===== config.mk =====
export PLATFORM = sky130hd
export DESIGN_NAME = wb_lcd_ctrl_flat
export DESIGN_NICKNAME = d
export VERILOG_FILES = /design/src/rtl/wb_lcd_ctrl_if.sv /design/src/rtl/wb_lcd_ctrl.sv /design/src/flat_wrapper.sv
export SDC_FILE = /design/constraint.sdc
export NUM_CORES = 1
export LEC_CHECK = 0
export CORE_ASPECT_RATIO = 1.5
export CORE_MARGIN = 2
export CORE_UTILIZATION = 60
export CTS_BUF_LIST = sky130_fd_sc_hd__clkbuf_16
export CTS_CLUSTER_DIAMETER = 40
export DETAILED_ROUTE_END_ITERATION = 8
export GPL_ROUTABILITY_DRIVEN = 0
export PLACE_DENSITY = 0.9
export SYNTH_ARGS = -nofsm -noshare
export SYNTH_HDL_FRONTEND = slang
export SYNTH_SLANG_ARGS = --single-unit

===== constraint.sdc =====
create_clock -name clk -period 5 [get_ports clk]
set_input_delay 0.75 -clock clk [delete_from_list [all_inputs] [get_ports clk]]
set_output_delay 0.75 -clock clk [all_outputs]
set_load 0.01 [all_outputs]

===== src/rtl/wb_lcd_ctrl_if.sv =====
// Wishbone slave-side bus bundle for the character-LCD controller.
// The controller uses the slave modport; the bus master (CPU or bench) uses master.
interface wb_lcd_if;
  logic        wb_stb_i;
  logic        wb_cyc_i;
  logic        wb_ack_o;
  logic        wb_we_i;
  logic [31:0] wb_adr_i;
  logic [3:0]  wb_sel_i;
  logic [31:0] wb_dat_i;
  logic [31:0] wb_dat_o;

  modport master (
    output wb_stb_i, wb_cyc_i, wb_we_i, wb_adr_i, wb_sel_i, wb_dat_i,
    input  wb_ack_o, wb_dat_o
  );

  modport slave (
    input  wb_stb_i, wb_cyc_i, wb_we_i, wb_adr_i, wb_sel_i, wb_dat_i,
    output wb_ack_o, wb_dat_o
  );
endinterface


===== src/rtl/wb_lcd_ctrl.sv =====
// Wishbone slave that queues HD44780 command/data bytes and replays them on the
// LCD pins with programmable setup / enable-pulse / hold / execution timing.
module wb_lcd_ctrl #(
  parameter int BUS_WIDTH     = 8,
  parameter int FIFO_DEPTH    = 16,
  parameter int SETUP_CYC     = 4,
  parameter int E_HIGH_CYC    = 24,
  parameter int HOLD_CYC      = 4,
  parameter int EXEC_CYC      = 2000,
  parameter int LONG_EXEC_CYC = 82000
) (
  input  logic                 clk,
  input  logic                 reset,
  wb_lcd_if.slave              bus,
  output logic                 E,
  output logic                 RS,
  output logic [BUS_WIDTH-1:0] Data_out
);

  function automatic int max_of(input int a, input int b);
    return (a > b) ? a : b;
  endfunction

  localparam int CNT_MAX = max_of(max_of(max_of(SETUP_CYC, E_HIGH_CYC), max_of(HOLD_CYC, EXEC_CYC)),
                                  LONG_EXEC_CYC);
  localparam int CW = $clog2(CNT_MAX + 1);
  localparam int AW = $clog2(FIFO_DEPTH);
  localparam bit NIBBLE_MODE = (BUS_WIDTH == 4);

  // A phase of N cycles loads N-1 and ends when the counter reads zero.
  function automatic logic [CW-1:0] load_of(input int cyc);
    return (cyc > 0) ? CW'(cyc - 1) : '0;
  endfunction

  localparam logic [CW-1:0] SETUP_LD  = load_of(SETUP_CYC);
  localparam logic [CW-1:0] E_HIGH_LD = load_of(E_HIGH_CYC);
  localparam logic [CW-1:0] HOLD_LD   = load_of(HOLD_CYC);
  localparam logic [CW-1:0] EXEC_LD   = load_of(EXEC_CYC);
  localparam logic [CW-1:0] LONG_LD   = load_of(LONG_EXEC_CYC);

  typedef enum logic [2:0] {S_IDLE, S_SETUP, S_PULSE, S_HOLD, S_EXEC} state_t;

  state_t                 state_reg, state_next;
  logic [CW-1:0]          cnt_reg, cnt_next;
  logic                   e_reg, e_next;
  logic                   rs_reg, rs_next;
  logic [BUS_WIDTH-1:0]   data_reg, data_next;
  logic [7:0]             cur_reg, cur_next;
  logic                   nib_reg, nib_next;

  logic [8:0]             fifo_mem [FIFO_DEPTH];
  logic [AW-1:0]          wr_ptr_reg, rd_ptr_reg;
  logic [AW:0]            count_reg;
  logic                   ack_reg, ovf_reg;
  logic [31:0]            dat_o_reg;

  logic                   access, push, push_ok, pop, clr_ovf, empty, full, busy;
  logic [8:0]             push_entry, head_entry;
  logic [BUS_WIDTH-1:0]   first_beat, second_beat;
  logic [CW-1:0]          exec_ld;
  logic [31:0]            status;
  logic                   unused_bits;

  assign unused_bits = ^{bus.wb_sel_i, bus.wb_adr_i[31:4], bus.wb_dat_i[31:8]};

  // Side effects fire only on the cycle that raises ack, so a held strobe cannot double-push.
  assign access     = bus.wb_stb_i & bus.wb_cyc_i & ~ack_reg;
  assign push       = access & bus.wb_we_i & ((bus.wb_adr_i[3:0] == 4'h0) | (bus.wb_adr_i[3:0] == 4'h4));
  assign clr_ovf    = access & bus.wb_we_i & (bus.wb_adr_i[3:0] == 4'h8) & bus.wb_dat_i[3];
  assign push_entry = {(bus.wb_adr_i[3:0] == 4'h0), bus.wb_dat_i[7:0]};
  assign empty      = (count_reg == '0);
  assign full       = (count_reg == (AW+1)'(FIFO_DEPTH));
  assign push_ok    = push & (~full | pop);
  assign busy       = (state_reg != S_IDLE) | ~empty;
  assign status     = {16'h0, 8'(count_reg), 4'h0, ovf_reg, empty, full, busy};

  // Small FIFO read asynchronously so the pop cycle can already present RS/data;
  // an empty FIFO forwards a same-cycle push straight to the FSM.
  assign head_entry = empty ? push_entry : fifo_mem[rd_ptr_reg];

  generate
    if (NIBBLE_MODE) begin : g_nibble
      assign first_beat  = head_entry[7:4];
      assign second_beat = cur_reg[3:0];
    end else begin : g_byte
      assign first_beat  = head_entry[7:0];
      assign second_beat = cur_reg[BUS_WIDTH-1:0];
    end
  endgenerate

  assign exec_ld = (~rs_reg && ((cur_reg == 8'h01) || (cur_reg == 8'h02))) ? LONG_LD : EXEC_LD;

  always_comb begin
    state_next = state_reg;
    cnt_next   = cnt_reg;
    e_next     = e_reg;
    rs_next    = rs_reg;
    data_next  = data_reg;
    cur_next   = cur_reg;
    nib_next   = nib_reg;
    pop        = 1'b0;
    case (state_reg)
      S_IDLE: begin
        if (~empty | push) begin
          pop        = 1'b1;
          rs_next    = head_entry[8];
          cur_next   = head_entry[7:0];
          data_next  = first_beat;
          nib_next   = 1'b0;
          cnt_next   = SETUP_LD;
          state_next = S_SETUP;
        end
      end
      S_SETUP: begin
        if (cnt_reg == '0) begin
          e_next     = 1'b1;
          cnt_next   = E_HIGH_LD;
          state_next = S_PULSE;
        end else begin
          cnt_next = cnt_reg - 1'b1;
        end
      end
      S_PULSE: begin
        if (cnt_reg == '0) begin
          e_next     = 1'b0;
          cnt_next   = HOLD_LD;
          state_next = S_HOLD;
        end else begin
          cnt_next = cnt_reg - 1'b1;
        end
      end
      S_HOLD: begin
        if (cnt_reg != '0) begin
          cnt_next = cnt_reg - 1'b1;
        end else if (NIBBLE_MODE && ~nib_reg) begin
          nib_next   = 1'b1;
          data_next  = second_beat;
          cnt_next   = SETUP_LD;
          state_next = S_SETUP;
        end else begin
          cnt_next   = exec_ld;
          state_next = S_EXEC;
        end
      end
      S_EXEC: begin
        if (cnt_reg == '0) state_next = S_IDLE;
        else               cnt_next   = cnt_reg - 1'b1;
      end
      default: state_next = S_IDLE;
    endcase
  end

  always_ff @(posedge clk or posedge reset) begin
    if (reset) begin
      state_reg <= S_IDLE;
      cnt_reg   <= '0;
      e_reg     <= 1'b0;
      rs_reg    <= 1'b0;
      data_reg  <= '0;
      cur_reg   <= '0;
      nib_reg   <= 1'b0;
    end else begin
      state_reg <= state_next;
      cnt_reg   <= cnt_next;
      e_reg     <= e_next;
      rs_reg    <= rs_next;
      data_reg  <= data_next;
      cur_reg   <= cur_next;
      nib_reg   <= nib_next;
    end
  end

  always_ff @(posedge clk) begin
    if (push_ok) fifo_mem[wr_ptr_reg] <= push_entry;
  end

  always_ff @(posedge clk or posedge reset) begin
    if (reset) begin
      wr_ptr_reg <= '0;
      rd_ptr_reg <= '0;
      count_reg  <= '0;
      ack_reg    <= 1'b0;
      ovf_reg    <= 1'b0;
      dat_o_reg  <= '0;
    end else begin
      ack_reg <= access;
      if (push_ok) wr_ptr_reg <= wr_ptr_reg + 1'b1;
      if (pop)     rd_ptr_reg <= rd_ptr_reg + 1'b1;
      if (push_ok & ~pop)      count_reg <= count_reg + 1'b1;
      else if (~push_ok & pop) count_reg <= count_reg - 1'b1;
      if (clr_ovf)                ovf_reg <= 1'b0;
      else if (push & ~push_ok)   ovf_reg <= 1'b1;
      if (access) dat_o_reg <= (~bus.wb_we_i && (bus.wb_adr_i[3:0] == 4'h8)) ? status : 32'h0;
    end
  end

  assign bus.wb_ack_o = bus.wb_stb_i & bus.wb_cyc_i & ack_reg;
  assign bus.wb_dat_o = dat_o_reg;
  assign E            = e_reg;
  assign RS           = rs_reg;
  assign Data_out     = data_reg;

endmodule


===== src/flat_wrapper.sv =====
// flat-port wrapper written by rule: the top's interface ports become plain ports
module wb_lcd_ctrl_flat 
#(
  parameter int BUS_WIDTH     = 8,
  parameter int FIFO_DEPTH    = 16,
  parameter int SETUP_CYC     = 4,
  parameter int E_HIGH_CYC    = 24,
  parameter int HOLD_CYC      = 4,
  parameter int EXEC_CYC      = 2000,
  parameter int LONG_EXEC_CYC = 82000
)
  (clk, reset, E, RS, Data_out, bus_wb_stb_i, bus_wb_cyc_i, bus_wb_we_i, bus_wb_adr_i, bus_wb_sel_i, bus_wb_dat_i, bus_wb_ack_o, bus_wb_dat_o);
  wb_lcd_if bus_i ();
  input  logic clk;
  input  logic reset;
  output logic E;
  output logic RS;
  output logic [BUS_WIDTH-1:0] Data_out;
  input wire logic [$bits(bus_i.wb_stb_i)-1:0] bus_wb_stb_i;
  input wire logic [$bits(bus_i.wb_cyc_i)-1:0] bus_wb_cyc_i;
  input wire logic [$bits(bus_i.wb_we_i)-1:0] bus_wb_we_i;
  input wire logic [$bits(bus_i.wb_adr_i)-1:0] bus_wb_adr_i;
  input wire logic [$bits(bus_i.wb_sel_i)-1:0] bus_wb_sel_i;
  input wire logic [$bits(bus_i.wb_dat_i)-1:0] bus_wb_dat_i;
  output wire logic [$bits(bus_i.wb_ack_o)-1:0] bus_wb_ack_o;
  output wire logic [$bits(bus_i.wb_dat_o)-1:0] bus_wb_dat_o;
  assign bus_i.wb_stb_i = bus_wb_stb_i;
  assign bus_i.wb_cyc_i = bus_wb_cyc_i;
  assign bus_i.wb_we_i = bus_wb_we_i;
  assign bus_i.wb_adr_i = bus_wb_adr_i;
  assign bus_i.wb_sel_i = bus_wb_sel_i;
  assign bus_i.wb_dat_i = bus_wb_dat_i;
  assign bus_wb_ack_o = bus_i.wb_ack_o;
  assign bus_wb_dat_o = bus_i.wb_dat_o;
  wb_lcd_ctrl #(.BUS_WIDTH(BUS_WIDTH), .FIFO_DEPTH(FIFO_DEPTH), .SETUP_CYC(SETUP_CYC), .E_HIGH_CYC(E_HIGH_CYC), .HOLD_CYC(HOLD_CYC), .EXEC_CYC(EXEC_CYC), .LONG_EXEC_CYC(LONG_EXEC_CYC)) u_core (.clk(clk), .reset(reset), .bus(bus_i), .E(E), .RS(RS), .Data_out(Data_out));
endmodule

# Yosys cells after proc, flatten, opt, wreduce, memory -nomap -nowiden
# Memories as Yosys holds them, arrays and structs flattened.
# Index checks and enable logic that the tools add are counted.
# totals
reg_bits	77
latch_bits	0
ramBits	144
romBits	0
in_bits	73
out_inout_bits	43
word_cells	97
mem_count	1
# op_classes
add_sub_neg	5
n_mul	0
div_mod_pow	0
order_cmp	0
n_eq_ne	15
shift	0
muxes	26
bitwise_logic	22
reduce_logical	17
# memory_table
memory	depth	word_bits	read_ports	rd_ports_with_merged_regs	write_ports	line_no	rtl
u_core.fifo_mem	16	9	1	0	1	wb_lcd_ctrl.sv:51	logic [8:0] fifo_mem [FIFO_DEPTH];
# op_table
cell	count
$mux W17	6
$pmux W17 S5	1
$logic_not A17 Y1	1
$reduce_bool A17 Y1	1
$sub A17 B1 Y17 const B	1
$mux W3	5
$pmux W3 S5	1
$mux W13	1
$and A1 B1 Y1	11
$mux W5	2
$mux W9	1
$add A4 B1 Y4 const B	2
$eq A8 B1 Y1 const B	1
$eq A8 B2 Y1 const B	1
$mux W1	8
$ne A2 B1 Y1 const B	4
$not A1 Y1	7
$eq A3 B2 Y1 const B	2
$reduce_and A3 Y1	2
$reduce_bool A2 Y1	3
$add A5 B1 Y5 const B	1
$eq A5 B5 Y1 const B	1
$logic_not A5 Y1	1
$reduce_and A5 Y1	1
15 further kinds	20

# Longest topological paths before layout
# logic_depth
ltp_word	13
mapped_depth	13
ltp_nobuf	13

# Worst setup path before layout
# No wires, ideal clock.
# synth_path
kind	in2reg
startpoint	in bus_wb_adr_i[1]
endpoint	reg u_core.count_reg[4]
setup_time_ns	0.136
arrival_time_ns	3.116
required_ns	4.864
path_slack_ns	1.749
stages	10
n_path_buf	0
path_cell_list	or4b_4 -> a311oi_4 -> ha_1 -> inv_1 -> fa_1 -> a21o_1 -> a21oi_1 -> xnor2_1 -> nor2_1 -> xor2_1
# synth_between
elab_chain_cells	11
elab_cells_between_ends	15
cone_classes	1 x eq/ne; 3 x mux; 9 x bitwise; 2 x reduce/logical
# synth_rtl
element	line_no	rtl
start, declared	flat_wrapper.sv:22	input wire logic [$bits(bus_i.wb_adr_i)-1:0] bus_wb_adr_i;
$eq A4 B3 Y1 / $logic_not A4 Y1 (equally long branches)	wb_lcd_ctrl.sv:68	assign push = access & bus.wb_we_i & ((bus.wb_adr_i[3:0] == 4'h0) | (bus.wb_adr_i[3:0] == 4'h4));
$or A1 B1 Y1 (*)	wb_lcd_ctrl.sv:68	
$and A1 B1 Y1 (*)	wb_lcd_ctrl.sv:68	
$or A1 B1 Y1	wb_lcd_ctrl.sv:104	if (~empty | push) begin
$mux W1	wb_lcd_ctrl.sv:104	
$mux W1	wb_lcd_ctrl.sv:102	case (state_reg)
$or A1 B1 Y1	wb_lcd_ctrl.sv:73	assign push_ok = push & (~full | pop);
$and A1 B1 Y1 (*)	wb_lcd_ctrl.sv:73	
named net u_core.push_ok	wb_lcd_ctrl.sv:57	logic access, push, push_ok, pop, clr_ovf, empty, full, busy;
$not A1 Y1	wb_lcd_ctrl.sv:190	else if (~push_ok & pop) count_reg <= count_reg - 1'b1;
$and A1 B1 Y1	wb_lcd_ctrl.sv:190	
$reduce_bool A2 Y1 (no source line)	n/a	
end signal, assigned	wb_lcd_ctrl.sv:189	if (push_ok & ~pop) count_reg <= count_reg + 1'b1;
end signal, assigned	wb_lcd_ctrl.sv:190	
end, declared	wb_lcd_ctrl.sv:53	logic [AW:0] count_reg;
# Mark *: on every way through the listed nets, which the timed path passes. The rest lies on a longest branch.
# A chain may end at the register's enable or synchronous reset.

# Final worst setup path
# layout_path
startpoint	in bus_wb_cyc_i
endpoint	reg u_core.count_reg[4]
# layout_between
elab_chain_cells	12
elab_cells_between_ends	15
cone_classes	3 x mux; 11 x bitwise; 1 x reduce/logical
# layout_rtl
element	line_no	rtl
start, declared	flat_wrapper.sv:20	input wire logic [$bits(bus_i.wb_cyc_i)-1:0] bus_wb_cyc_i;
$and A1 B1 Y1 (*) (2 in series)	wb_lcd_ctrl.sv:67	assign access = bus.wb_stb_i & bus.wb_cyc_i & ~ack_reg;
$and A1 B1 Y1 (*) (2 in series)	wb_lcd_ctrl.sv:68	
$or A1 B1 Y1	wb_lcd_ctrl.sv:104	
$mux W1	wb_lcd_ctrl.sv:104	
$mux W1	wb_lcd_ctrl.sv:102	
$or A1 B1 Y1	wb_lcd_ctrl.sv:73	
$and A1 B1 Y1	wb_lcd_ctrl.sv:73	
$not A1 Y1	wb_lcd_ctrl.sv:190	
$and A1 B1 Y1	wb_lcd_ctrl.sv:190	
$reduce_bool A2 Y1 (no source line)	n/a	
# Every way passes the cells marked *; elsewhere a longest branch is shown, timed or not.

==> metrics.md <==
| Metric | Value |
|---|---|
| Final HPWL from detailed placement | 12,160 um |
| WP data arrival | 4130 ps |
| Final min period | about 3800 ps |
| Fillers | 901 |
| Avg Inst Size Synth | 14.76 um^2 |
| Global-route wire length before repair | between 20,000 and 30,000 um |
| Yosys reg bits | ~200 |
| Rel. slew slack | 0.3048 |
| I/O Pins | around 120 |
| Setup TNS | 0 ps |
| Critical path class | in -> reg |
| Chip Height | between 150 and 200 um |
| Vias per cell | around 6.3 |
| Yosys cell types | 69 |
| CTS Root Buffer Type | clkbuf_16 |
| Post-route DRC | 0 |
| Worst skew pair latency | approximately 430 ps |
| Hold Path Class | reg -> reg |
| Die area | 15,820 um^2 |
| Status | finished clean |
| Crit start category | input port |
| Initial antenna violation count | 0 |
| CP Capture Type | register |
| TritonCTS Buffers | 17 |
| Max frequency | about 260 MHz |
| Routed len/inst | between 20 and 25 um |
| Largest net degree at the start of global routing | 40 |
| Clk pin slew, worst setup/hold paths | approximately 80 ps |
| Starting Density | 0.6115 |
| Std-Cell Rows | 54 |
| Worst-path fanout max | 22 |
| Hold Fails Final Rpt | 0 |
| Post-CTS Resized | 0 |
| Iter 0 DRT Violations | 380 |
| Register area share after synthesis | 0.6389 |
| Area growth syn-to-layout | 12.03% |
| Antenna cell count | 0 |
| Post-Syn Instances | approximately 600 |
| Maxcap violations | 0 |
| Static leakage | about 3.5 nW |
| Layout cells sized above 1 | 0.1569 |
| GR Util All Layers | 0.2465 |
| Port Buffer Count | 36 |
| Synth warnings | 0 |
| Critical path required time | about 5300 ps |
| Async set-reset flop share out of synthesis | 0.2727 |
| CTS sink cnt | 198 |
| Hold_buf cts | 0 |
| Total Routed Length | 18,240 um |
| Final Cycle Share | 0.7677 |
| Number of flops mapped to enable cells by yosys | between 100 and 150 |
| Global route overflow | 0 |
| Die W | 103.4 um |
| CP max stage delay | 500 ps |
| Non-Filler Instances | around 850 |
| First-pass detailed-route iteration total | 5 |
| Vias in the first global route | between 5k and 6k |
| Pwr/cell area | ~480 nW/um^2 |
| Worst slew pin tran | 1039 ps |
| Placed cell count | around 820 |
| Vias | 5,320 |
| Critical-path cell list | clkdlybuf4s50_1, nand3b_1, nor2_2, nor2_1, nor2_2, buf_4, inv_1, ha_1, inv_1, ha_1, a21o_1, a21oi_1, xnor2_1, nor2_1, xor2_1 |
| Largest register FFs | approximately 140 |
| Final WS setup | 1162 ps |
| Clock skew | 12.99 ps |
| Clock Path Buffers | 2 |
| Worst path slowest cell | nand3b_1 |
| Min Hold Slack | around 490 ps |
| RSZ-0062 raised after global routing | false |
| Post-CTS setup buffers | 0 |
| Pre-CTS setup slack | ~800 ps |
| CTS tree | done |
| Core area | 14,530 um^2 |
| Post-route ant nets | 0 |
| Final setup fails | 0 |
| Max H-tree Level | 4 |
| Nets | 723 |
| Synth Flop Type | edfxtp_1 |
| Fin. max-slew vios | 0 |
| Synthesized area | roughly 8900 um^2 |
| Peak supply drop | approximately 0.29 mV |
[final timing paths]
| kind | slack [ps] | startpoint | cells after the start | to |
|---|---|---|---|---|
| max | 1160 | bus_wb_cyc_i | 15 | u_core.count_reg[4] |
| min | 490 | u_core.bus.wb_dat_o[0] | 2 | u_core.bus.wb_dat_o[0] |
| max reg2reg | 1410 | u_core.state_reg[2] | 13 | u_core.count_reg[4] |
| min reg2reg | 490 | u_core.bus.wb_dat_o[0] | 2 | u_core.bus.wb_dat_o[0] |
| max in group asynchronous | 3560 | reset | 3 | u_core.rd_ptr_reg[0] |
| min in group asynchronous | 640 | reset | 2 | u_core.ack_reg |
[cell usage after synthesis, types with 2 or more instances]
master | count | area share
edfxtp_1 | 144 | 0.49
dfrtp_1 | 54 | 0.15
nor2_1 | 45 | 0.019
mux4_2 | 36 | 0.091
a21oi_1 | 30 | 0.017
nand2_1 | 30 | 0.013
buf_4 | 26 | 0.022
a211oi_1 | 19 | 0.016
nor3_1 | 15 | 0.0085
clkbuf_1 | 12 | 0.0051
inv_1 | 12 | 0.0051
xnor2_1 | 12 | 0.012
ha_1 | 11 | 0.015
mux2i_1 | 11 | 0.012
nor2b_1 | 10 | 0.0070
o21ai_0 | 10 | 0.0056
buf_2 | 8 | 0.0045
nand3_1 | 8 | 0.0045
a22o_1 | 7 | 0.0069
xor2_1 | 7 | 0.0069
nand4_1 | 6 | 0.0042
o21ai_1 | 6 | 0.0034
buf_1 | 5 | 0.0021
nor2_2 | 5 | 0.0035
nor4_1 | 5 | 0.0035
nand2b_1 | 4 | 0.0028
a31oi_1 | 3 | 0.0021
a41oi_1 | 3 | 0.0030
nand3b_1 | 3 | 0.0025
nand4b_1 | 3 | 0.0030
o21bai_1 | 3 | 0.0025
o31a_1 | 3 | 0.0030
o31ai_1 | 3 | 0.0025
a211o_1 | 2 | 0.0020
a21o_1 | 2 | 0.0017
and3_1 | 2 | 0.0014
mux2_2 | 2 | 0.0025
nor4_4 | 2 | 0.0048
o211ai_1 | 2 | 0.0017
or3_1 | 2 | 0.0014
[cell type report]
class                   instances  area (um^2)  share of cell area
flip-flops and latches        198         5677              0.5704
multi-input cells             361         2938              0.2952
repair buffers                 47        442.9             0.04451
clock buffers                  17        425.4             0.04275
well taps                     196        245.2             0.02464
clock inverters                14        175.2             0.01760
inverters                      13        48.80            0.004903
[kinds of logic (layout without fill, tap and decap cells)]
logic type / Yosys count / in the layout / share of synthesized area
AOI/OAI and AO/OA: 108 / 108 / 0.08747
and+or+nand+nor: 150 / 150 / 0.09014
xor gates and xnor gates: 19 / 19 / 0.01873
DFF: 198 / 198 / 0.6389
other: 1 / 23 / 0.0004221
adders and majority gates: 12 / 12 / 0.01775
muxes: 49 / 49 / 0.1062
buffers and inverters: 65 / 91 / 0.04042
[critical path: cells and delay by family]
family,cells,cell delay [ps]
AOI/OAI and AO/OA,2,380
xor gates and xnor gates,2,290
adders and majority gates,2,560
buffers and inverters,4,1040
and+or+nand+nor,5,1080
[cell usage in the layout (no fill, tap or decap), types with 3 or more instances in the layout]
cell type        instances
nor2_1                  45
mux2i_1                 11
nand2b_1                 4
nor3_1                  15
dfrtp_1                 53
inv_6                    4
clkinv_8                 3
a211oi_1                19
mux4_2                  36
a22o_1                   7
edfxtp_1               144
nor4_1                   4
inv_8                    4
nand4b_1                 3
nand2_1                 30
nand3_1                  8
o31ai_1                  3
ha_1                    11
inv_1                   11
a41oi_1                  3
nor2b_1                 10
nand4_1                  6
o21ai_1                  6
conb_1                  23
o21ai_0                 10
xor2_1                   7
clkdlybuf4s50_1         36
o31a_1                   3
buf_4                   11
a31oi_1                  3
nor2_2                   5
nand3b_1                 3
xnor2_1                 12
clkbuf_16               17
o21bai_1                 3
a21oi_1                 30
[report_power, final]
group | internal, W | leakage (nW) | switching [W] | total [W]
clock network | 0.000717 | 0.291 | 0.000648 | 0.00137
logic | 0.000620 | 1.19 | 0.000599 | 0.00122
registers | 0.00191 | 1.97 | 0.000291 | 0.00220
[per-stage QoR]
step           area (um^2)  power, W  utilization
2_1_floorplan         8966  0.003083            -
4_1_cts               9952  0.004795       0.6851
3_3_place_gp          9351  0.003334       0.6438
3_5_place_dp          9351  0.003422       0.6438
6_report              9952  0.004787       0.6851
5_1_grt               9952  0.005002       0.6851
[metal layers]
layer  wire [um]  GRT usage  part of all wire  vias to the layer above
met5           0          0                 0                        -
met4         440    0.08772             0.024                        0
met3         821    0.04847             0.045                       43
met2       10200     0.4276              0.56                      228
met1        6779     0.3027              0.37                     2699
li1            -          -                 -                     2350
No activity file was read; power rests on OpenSTA's default activity.
